<file path="config.mk">
export PLATFORM = sky130hd
export DESIGN_NAME = eq_i2s_tx
export DESIGN_NICKNAME = d
export VERILOG_FILES = /design/src/rtl/eq_pkg.sv /design/src/rtl/eq_i2s_clkgen.sv /design/src/rtl/eq_i2s_tx.sv
export SDC_FILE = /design/constraint.sdc
export NUM_CORES = 1
export LEC_CHECK = 0
export CAP_MARGIN = 20
export CORE_ASPECT_RATIO = 1.5
export CORE_UTILIZATION = 50
export CTS_CLUSTER_DIAMETER = 120
export DETAILED_ROUTE_END_ITERATION = 16
export PLACE_DENSITY = 0.69
export SYNTH_ARGS = -nofsm -noshare
export SYNTH_HDL_FRONTEND = slang
export SYNTH_SLANG_ARGS = --single-unit
export TNS_END_PERCENT = 20
</file>
<file path="constraint.sdc">
create_clock -name clk -period 3.4 [get_ports clk]
set_clock_uncertainty 0.1 [all_clocks]
set_input_delay 0.68 -clock clk [delete_from_list [all_inputs] [get_ports clk]]
set_output_delay 0.68 -clock clk [all_outputs]
set_load 0.02 [all_outputs]
</file>
<file path="src/rtl/eq_pkg.sv">
// eq_pkg: audio-path types and constants shared by the equalizer blocks.
package eq_pkg;
    localparam int AUDIO_W    = 24;
    localparam int I2S_SLOT_W = 32;

    typedef logic signed [AUDIO_W-1:0] audio_sample_t;

    // Width of a counter holding 0..n-1; never narrower than one bit.
    function automatic int cnt_w(input int n);
        return (n > 1) ? $clog2(n) : 1;
    endfunction
endpackage

</file>
<file path="src/rtl/eq_i2s_clkgen.sv">
// eq_i2s_clkgen: divides clk down to the I2S bit clock, tracks the bit position in
// the stereo frame and produces word select plus one-cycle fall/frame strobes.
module eq_i2s_clkgen
    import eq_pkg::*;
#(
    parameter int SLOT_W   = I2S_SLOT_W,
    parameter int BCLK_DIV = 4
) (
    input  logic                         clk,
    input  logic                         rst,
    output logic                         bclk,
    output logic                         lrclk,
    output logic                         fall_evt,
    output logic                         frame_evt,
    output logic [cnt_w(2*SLOT_W)-1:0]   bit_cnt
);
    localparam int BIT_W = cnt_w(2*SLOT_W);
    localparam int DIV_W = cnt_w(BCLK_DIV);
    localparam logic [BIT_W-1:0] LAST_BIT = BIT_W'(2*SLOT_W-1);
    localparam logic [BIT_W-1:0] WS_FIRST = BIT_W'(SLOT_W-1);
    localparam logic [BIT_W-1:0] WS_LAST  = BIT_W'(2*SLOT_W-2);
    localparam logic [DIV_W-1:0] DIV_LAST = DIV_W'(BCLK_DIV-1);

    logic [DIV_W-1:0] div_cnt_reg;
    logic [BIT_W-1:0] bit_cnt_reg;
    logic [BIT_W-1:0] bit_cnt_next;
    logic             bclk_reg;
    logic             lrclk_reg;
    logic             div_wrap;

    // Strobes fire in the cycle whose closing edge drives bclk low.
    assign div_wrap  = (div_cnt_reg == DIV_LAST);
    assign fall_evt  = div_wrap && bclk_reg;
    assign frame_evt = fall_evt && (bit_cnt_reg == LAST_BIT);

    always_comb begin
        bit_cnt_next = bit_cnt_reg;
        if (frame_evt) begin
            bit_cnt_next = '0;
        end else if (fall_evt) begin
            bit_cnt_next = bit_cnt_reg + BIT_W'(1);
        end
    end

    always_ff @(posedge clk) begin
        if (rst) begin
            div_cnt_reg <= '0;
            bclk_reg    <= 1'b0;
            bit_cnt_reg <= LAST_BIT;
            lrclk_reg   <= 1'b0;
        end else begin
            div_cnt_reg <= div_wrap ? '0 : div_cnt_reg + DIV_W'(1);
            if (div_wrap) begin
                bclk_reg <= ~bclk_reg;
            end
            bit_cnt_reg <= bit_cnt_next;
            // Word select leads each slot MSB by one bit.
            lrclk_reg   <= (bit_cnt_next >= WS_FIRST) && (bit_cnt_next <= WS_LAST);
        end
    end

    assign bclk    = bclk_reg;
    assign lrclk   = lrclk_reg;
    assign bit_cnt = bit_cnt_reg;
endmodule

</file>
<file path="src/rtl/eq_i2s_tx.sv">
// eq_i2s_tx: buffers one stereo frame from a valid/ready stream and serializes it as I2S.
// Build option EQ_I2S_TX_UNDERRUN_CNT_EN adds a saturating underrun_cnt output.
module eq_i2s_tx
    import eq_pkg::*;
#(
    parameter int DATA_W   = AUDIO_W,
    parameter int SLOT_W   = I2S_SLOT_W,
    parameter int BCLK_DIV = 4
) (
    input  logic              clk,
    input  logic              rst,
    input  logic [DATA_W-1:0] s_data_l,
    input  logic [DATA_W-1:0] s_data_r,
    input  logic              s_valid,
    output logic              s_ready,
    output logic              i2s_bclk,
    output logic              i2s_lrclk,
    output logic              i2s_sdata
`ifdef EQ_I2S_TX_UNDERRUN_CNT_EN
    ,
    output logic [15:0]       underrun_cnt
`endif
);
    localparam int BIT_W = cnt_w(2*SLOT_W);
    localparam logic [BIT_W-1:0] R_FIRST = BIT_W'(SLOT_W);

    generate
        if (SLOT_W < DATA_W || BCLK_DIV < 1) begin : g_bad_cfg
            $error("eq_i2s_tx: needs SLOT_W >= DATA_W and BCLK_DIV >= 1");
        end
    endgenerate

    logic              fall_evt;
    logic              frame_evt;
    logic [BIT_W-1:0]  bit_cnt;
    logic [BIT_W-1:0]  bit_next;
    logic              accept;
    logic              hold_valid_reg;
    logic              hold_valid_next;
    logic              s_ready_reg;
    logic              sdata_reg;
    logic [DATA_W-1:0] hold_l_reg;
    logic [DATA_W-1:0] hold_r_reg;
    logic [DATA_W-1:0] sreg_l_reg;
    logic [DATA_W-1:0] sreg_r_reg;
    logic [DATA_W-1:0] load_l;
    logic [DATA_W-1:0] load_r;
    logic [DATA_W-1:0] shl_l;
    logic [DATA_W-1:0] shl_r;

    eq_i2s_clkgen #(
        .SLOT_W   (SLOT_W),
        .BCLK_DIV (BCLK_DIV)
    ) u_clkgen (
        .clk       (clk),
        .rst       (rst),
        .bclk      (i2s_bclk),
        .lrclk     (i2s_lrclk),
        .fall_evt  (fall_evt),
        .frame_evt (frame_evt),
        .bit_cnt   (bit_cnt)
    );

    assign accept   = s_valid && s_ready_reg;
    // An empty holding register at a frame boundary sends a silent frame.
    assign load_l   = hold_valid_reg ? hold_l_reg : '0;
    assign load_r   = hold_valid_reg ? hold_r_reg : '0;
    assign bit_next = bit_cnt + BIT_W'(1);
    assign shl_l    = sreg_l_reg << 1;
    assign shl_r    = sreg_r_reg << 1;

    always_comb begin
        hold_valid_next = hold_valid_reg;
        if (frame_evt) begin
            hold_valid_next = 1'b0;
        end
        if (accept) begin
            hold_valid_next = 1'b1;
        end
    end

    always_ff @(posedge clk) begin
        if (rst) begin
            hold_valid_reg <= 1'b0;
            s_ready_reg    <= 1'b1;
            hold_l_reg     <= '0;
            hold_r_reg     <= '0;
            sreg_l_reg     <= '0;
            sreg_r_reg     <= '0;
            sdata_reg      <= 1'b0;
        end else begin
            hold_valid_reg <= hold_valid_next;
            s_ready_reg    <= !hold_valid_next;
            if (accept) begin
                hold_l_reg <= s_data_l;
                hold_r_reg <= s_data_r;
            end
            if (frame_evt) begin
                sreg_l_reg <= load_l;
                sreg_r_reg <= load_r;
                sdata_reg  <= load_l[DATA_W-1];
            end else if (fall_evt) begin
                // Zeros shift in behind the sample, padding the slot tail.
                if (bit_next < R_FIRST) begin
                    sreg_l_reg <= shl_l;
                    sdata_reg  <= shl_l[DATA_W-1];
                end else if (bit_next == R_FIRST) begin
                    sdata_reg  <= sreg_r_reg[DATA_W-1];
                end else begin
                    sreg_r_reg <= shl_r;
                    sdata_reg  <= shl_r[DATA_W-1];
                end
            end
        end
    end

    assign s_ready   = s_ready_reg;
    assign i2s_sdata = sdata_reg;

`ifdef EQ_I2S_TX_UNDERRUN_CNT_EN
    logic [15:0] underrun_cnt_reg;

    always_ff @(posedge clk) begin
        if (rst) begin
            underrun_cnt_reg <= '0;
        end else if (frame_evt && !hold_valid_reg && (underrun_cnt_reg != 16'hFFFF)) begin
            underrun_cnt_reg <= underrun_cnt_reg + 16'd1;
        end
    end

    assign underrun_cnt = underrun_cnt_reg;
`endif
endmodule

</file>
# Yosys cells after proc, flatten, opt, wreduce, memory -nomap -nowiden
# Index checks and enable logic that the tools add are counted.
[totals] reg_bits=108 inputBits=51 output_inout_bits=4 wordCells=49
[op_classes] addsub=2 magnitude_cmp=3 n_eq_ne=5 mux=17 bitwise_logic=1 reduce_logical=10
[ops] cell="$mux W24" count=6
[ops] cell="$mux W23" count=3
[ops] cell="$eq A6 B6 Y1 const B" count=2
[ops] cell="$mux W6" count=2
[ops] cell="$add A6 B1 Y6 const B" count=1
[ops] cell="$ge A6 B5 Y1 const B" count=1
[ops] cell="$le A6 B6 Y1 const B" count=1
[ops] cell="$lt A6 B6 Y1 const B" count=1
[ops] cell="$mux W1" count=6
[ops] cell="$logic_and A1 B1 Y1" count=4
[ops] cell="$ne A2 B2 Y1 const B" count=2
[ops] cell="$reduce_bool A2 Y1" count=2
[ops] cell="$reduce_and A3 Y1" count=1
[ops] cell="$add A2 B1 Y2 const B" count=1
[ops] cell="$eq A2 B2 Y1 const B" count=1
[ops] cell="$reduce_and A2 Y1" count=1
[ops] cell="$reduce_or A2 Y1" count=1
[ops] cell="$logic_not A1 Y1" count=1
[ops] cell="$not A1 Y1" count=1

# Depth between registers and ports, before layout
[logic_depth] ltp_word=6 depth_mapped=9 ltp_nobuf=6

# Cells and area by module
# A second synthesis with hierarchy kept.
[unflattened] hier_cells=565 area_unflattened_um2=4694.5
[by_module_without_submodules] mod="eq_i2s_tx" n_inst=1 cells_per_inst=507 area_each_um2=4170.2 seq_area_each_um2=1961.9
[by_module_without_submodules] mod="eq_i2s_clkgen" n_inst=1 cells_per_inst=58 area_each_um2=524.3 seq_area_each_um2=200.2

# Least setup slack after synthesis
# OpenSTA, ideal clock, no wires.
[synth_timing] path_kind="register to register" from="reg u_clkgen.bit_cnt_reg[0] (netlist: u_clkgen.bit_cnt[0])" to="reg sreg_r_reg[14]" t_arrival_ns=1.927 t_required_ns=3.213 slack_ns=1.286 path_stages_with_launch=9 synth_period_minus_slack_ns=2.114 cell_sequence="dfxtp_1 -> ha_1 -> clkbuf_1 -> a41o_1 -> nand3_2 -> and2_1 -> buf_4 -> buf_6 -> a211oi_1"
[synth_between] elab_chain_len=4
[synth_lines] item="start, declared" line="eq_i2s_clkgen.sv:25" text="logic [BIT_W-1:0] bit_cnt_reg;"
[synth_lines] item="start signal, assigned" line="eq_i2s_clkgen.sv:56" text="bit_cnt_reg <= bit_cnt_next;"
[synth_lines] item="$add A6 B1 Y6 or $eq A6 B6 Y1 (tied branches)" line="eq_i2s_tx.sv:68, eq_i2s_clkgen.sv:34"
[synth_lines] item="$lt A6 B6 Y1, or another cell as far along" line="eq_i2s_tx.sv:104" text="if (bit_next < R_FIRST) begin"
[synth_lines] item="$ne A2 B2 Y1 (no source line) or $reduce_bool A2 Y1 (tied branches)"
[synth_lines] item="$reduce_and A3 Y1 (no source line)"
[synth_lines] item="end signal, assigned" line="eq_i2s_tx.sv:100" text="sreg_r_reg <= load_r;"
[synth_lines] item="end signal, assigned" line="eq_i2s_tx.sv:110" text="sreg_r_reg <= shl_r;"
[synth_lines] item="end, declared" line="eq_i2s_tx.sv:45" text="logic [DATA_W-1:0] sreg_r_reg;"
# Several ways; a longest one is shown, not always the timed one.
# A chain may end at the register's enable or synchronous reset.

# Worst setup path in the final report
[layout_timing] from="reg u_clkgen.bit_cnt_reg[0] (netlist: u_clkgen.bit_cnt[0])" to="reg sreg_l_reg[4]"
[layout_between] elab_chain_len=4
[layout_lines] item="$add A6 B1 Y6 or $eq A6 B6 Y1 (tied branches)" line="eq_i2s_tx.sv:68, eq_i2s_clkgen.sv:34"
[layout_lines] item="$lt A6 B6 Y1 or $logic_and A1 B1 Y1 (tied branches)" line="eq_i2s_tx.sv:104, eq_i2s_clkgen.sv:34"
[layout_lines] item="$reduce_bool A2 Y1 (no source line)"
[layout_lines] item="$reduce_and A2 Y1 (no source line)"
[layout_lines] item="end signal, assigned" line="eq_i2s_tx.sv:99" text="sreg_l_reg <= load_l;"
[layout_lines] item="end signal, assigned" line="eq_i2s_tx.sv:105" text="sreg_l_reg <= shl_l;"
[layout_lines] item="end, declared" line="eq_i2s_tx.sv:44" text="logic [DATA_W-1:0] sreg_l_reg;"
# Several ways; a longest one is shown, not always the timed one.

==> results.cfg <==
[timing]
number_of_endpoints_failing_setup_at_the_final_stage = 0
timing.slew.headroom_pct = 57.7
final_slew_violations = 0
rsz_0062_raised_after_global_routing = no
worst_slew_pin_slew_ps = 634
achievable-frequency_mhz = 375
fin_hold_ws_ps = 325
fin_setup_tns_ps = 0
hold_viol_final = 0
final_min_period_over_clock_period_pct = 78.5
final_period_minus_worst_setup_slack_ps = 2670

[logic_synthesis]
synth.yosys.warnings = 0
synthDominantAreaCellType = sky130_fd_sc_hd__dfxtp_1
synth_top_cell_area_share_pct = 45.4
synth-seq-cells = 108
syn_avg_cell_area_um2 = 8.28
synth-edff-count = 0
synth_area_um2 = 4760
postSynthCellCount = 575
yosysSeqAreaShare_pct = 45.4
synth.top_cells.by_area = sky130_fd_sc_hd__dfxtp_1 45%, sky130_fd_sc_hd__nand2_1 8.3%, sky130_fd_sc_hd__a21oi_1 8.1%, sky130_fd_sc_hd__a311oi_1 4.0%, sky130_fd_sc_hd__clkbuf_1 3.3%
synthDistinctLibCells = 51
synth_nets = 629
synthArstFlopShare_pct = 0
synth_top_flop_cell = sky130_fd_sc_hd__dfxtp_1

[clocking]
cts-buffers-inserted = 9
max-clock-path-buffers = 2
cts_resized = 0
clock_tree_from_tritoncts = yes
cell_chosen_for_the_clock_root = sky130_fd_sc_hd__clkbuf_16
post-cts-setup-buffers = 0
postCtsHoldBufs = 0
cts.reportedPaths.clkPinSlew_ps = 70
clock_latency_ps = 340
htree_levels = 3
clock_sink_count = 108

[global_route]
number_of_antenna_violations_at_the_first_check_in_global_routing = 0
gr-total-overflow = 0
grtUsageTotal_pct = 23.2
grt_pass1_vias = 3993
global_route_wire_length_before_repair_um = 18000
pin_count_of_the_biggest_net_entering_global_routing = 108

[pwr]
power_frac_comb_pct = 8.9
ir_drop_mv = 0.336
total_switching_power_mw = 0.602
p_leak_nw = 1.91
swShare_pct = 22.3
power.internal_mw = 2.09
part_of_the_power_in_the_clock_network_pct = 41.3
p_per_area_nw_per_um2 = 481
sequentialPowerShare_pct = 49.8

[detailed_routing]
drt_wl_cell_um = 14.9
detail_route.iter0.violations = 324
postRouteAntennaNets = 0
via_count = 4141
drt-total-wl_um = 10500
remaining_drc_errors = 0
route.detailed.vias_per_inst = 5.84
drtPass1Iterations = 4

[critical_path]
timing.critical_path.arrival_ps = 2810
timing.critical_path.fanout_max = 23
cp_num_buf_inv = 1
worstSetupEndpointType = register
cpPeakStageDelay_ps = 510
worst_setup_path_start_kind = register
critPathTopFamily = compound AO/OA/AOI/OAI gates
worst_path_max_delay_cell = sky130_fd_sc_hd__dfxtp_1
cp.required_ps = 3540
cp_cell_sequence = ha_1, inv_1, a2111oi_2, or2_2, nor2_1, a311oi_1
setup.worst_path.class = register to register

[placed_design]
hpwl_um = 6350
gpl.final_weighted_congestion = 0.876
io_buffers = 54
placed_cells_incl_taps = 695

[job]
max_cap_viol_count = 0

[floorplan]
fp.dieW_um = 81.7
design.portCount = 55
start_util_pct = 51.4
core_region_area_um2 = 9250
fp.dieArea_um2 = 9920
floorplan.rows = 43
fp.dieH_um = 122

[worst_hold_path]
hold_class = register to register

[finish]
fin_cells = 709
final_layout_size_suffix_gt1_share_pct = 8.21
n_antenna_cell = 0
num-nets-final = 649
areaGrowthSynthToFinish_pct = 17.7

[outcome]
outcome = completed
-- layer usage --
layer  global-route usage [%]  vias to the layer above  wire, µm
met3                     4.29                       19       461
met4                     12.2                        0       258
met5                        0                        -         0
met1                     28.1                     1938      4630
li1                         -                     2079         -
met2                     38.5                      105      5200
-- stage by stage --
step | util [%] | cell area, µm² | worst slack [ps] | power [mW]
global route | 60.5 | 5600 | 476 | 2.80
floorplan | - | 4760 | 1290 | 1.50
finish | 60.5 | 5600 | 730 | 2.70
detailed placement | 56.9 | 5270 | 781 | 1.61
global placement | 56.9 | 5270 | 957 | 1.60
CTS | 60.3 | 5580 | 731 | 2.71
-- Yosys cell counts, types with 2 or more instances --
cell and count:
sky130_fd_sc_hd__inv_1 4, sky130_fd_sc_hd__xor2_1 3, sky130_fd_sc_hd__nand2_1 105, sky130_fd_sc_hd__a21oi_1 77
sky130_fd_sc_hd__o21ai_0 25, sky130_fd_sc_hd__a211oi_1 14, sky130_fd_sc_hd__dfxtp_1 108, sky130_fd_sc_hd__clkbuf_1 42
sky130_fd_sc_hd__and4_1 2, sky130_fd_sc_hd__o31ai_1 2, sky130_fd_sc_hd__a31oi_1 25, sky130_fd_sc_hd__nor2b_1 23
sky130_fd_sc_hd__nor3_1 3, sky130_fd_sc_hd__buf_2 3, sky130_fd_sc_hd__nor2_1 27, sky130_fd_sc_hd__nand3_2 2
sky130_fd_sc_hd__and2_1 4, sky130_fd_sc_hd__a211oi_2 10, sky130_fd_sc_hd__a311oi_1 22, sky130_fd_sc_hd__buf_4 9
sky130_fd_sc_hd__nand4_1 3, sky130_fd_sc_hd__nand3_1 24, sky130_fd_sc_hd__o211a_1 2, sky130_fd_sc_hd__nand2b_1 3
sky130_fd_sc_hd__nand4b_1 2, sky130_fd_sc_hd__buf_6 2, sky130_fd_sc_hd__a21bo_2 2, sky130_fd_sc_hd__or2_2 2
sky130_fd_sc_hd__ha_1 3
-- worst paths after layout --
check                             to  cells past startpoint                     from  slack, ps
min          u_clkgen.div_cnt_reg[0]                      1  u_clkgen.div_cnt_reg[0]        320
max reg2reg            sreg_l_reg[4]                      6      u_clkgen.bit_cnt[0]        730
min reg2reg  u_clkgen.div_cnt_reg[0]                      1  u_clkgen.div_cnt_reg[0]        320
max                    sreg_l_reg[4]                      6      u_clkgen.bit_cnt[0]        730
-- area by class of cell --
cell class                 count  area (µm²)
clock buffer                  11         253
sequential                   108        2160
tap                          112         140
fill                         857        3650
clock inverter                 2        60.1
inverter                       4        15.0
multi-input combinational    407        2330
timing repair buffer          65         646
-- cell families after synthesis --
family | after synthesis | synth area share (%)
buffers and inverters | 60 | 5.83
adders and majority gates | 3 | 0.789
DFF | 108 | 45.4
and+or+nand+nor | 208 | 20.5
AOI/OAI and AO/OA | 191 | 26.5
muxes | 1 | 0.210
xor gates and xnor gates | 4 | 0.736
-- cell usage in the layout (no fill, tap or decap), types with 4 or more instances in the layout --
cell / synthesis / routed
sky130_fd_sc_hd__buf_4: 9 / 10
sky130_fd_sc_hd__nor2_1: 27 / 27
sky130_fd_sc_hd__a31oi_1: 25 / 25
sky130_fd_sc_hd__clkbuf_16: 0 / 9
sky130_fd_sc_hd__a211oi_1: 14 / 14
sky130_fd_sc_hd__a211oi_2: 10 / 10
sky130_fd_sc_hd__a21oi_1: 77 / 77
sky130_fd_sc_hd__a311oi_1: 22 / 22
sky130_fd_sc_hd__dfxtp_1: 108 / 108
sky130_fd_sc_hd__clkdlybuf4s50_1: 0 / 53
sky130_fd_sc_hd__nand2_1: 105 / 105
sky130_fd_sc_hd__nand3_1: 24 / 24
sky130_fd_sc_hd__nor2b_1: 23 / 23
sky130_fd_sc_hd__and2_1: 4 / 4
sky130_fd_sc_hd__o21ai_0: 25 / 25
sky130_fd_sc_hd__inv_1: 4 / 4
-- power by group through the flow --
stage               clock network (mW)  logic (mW)  registers [mW]
finish                            1.11       0.241            1.34
global route                      1.18       0.270            1.35
CTS                               1.13       0.241            1.34
detailed placement                   0       0.240            1.37
global placement                     0       0.234            1.37
floorplan                            0       0.143            1.36
Note: power is estimated with default switching activity, not from simulation.
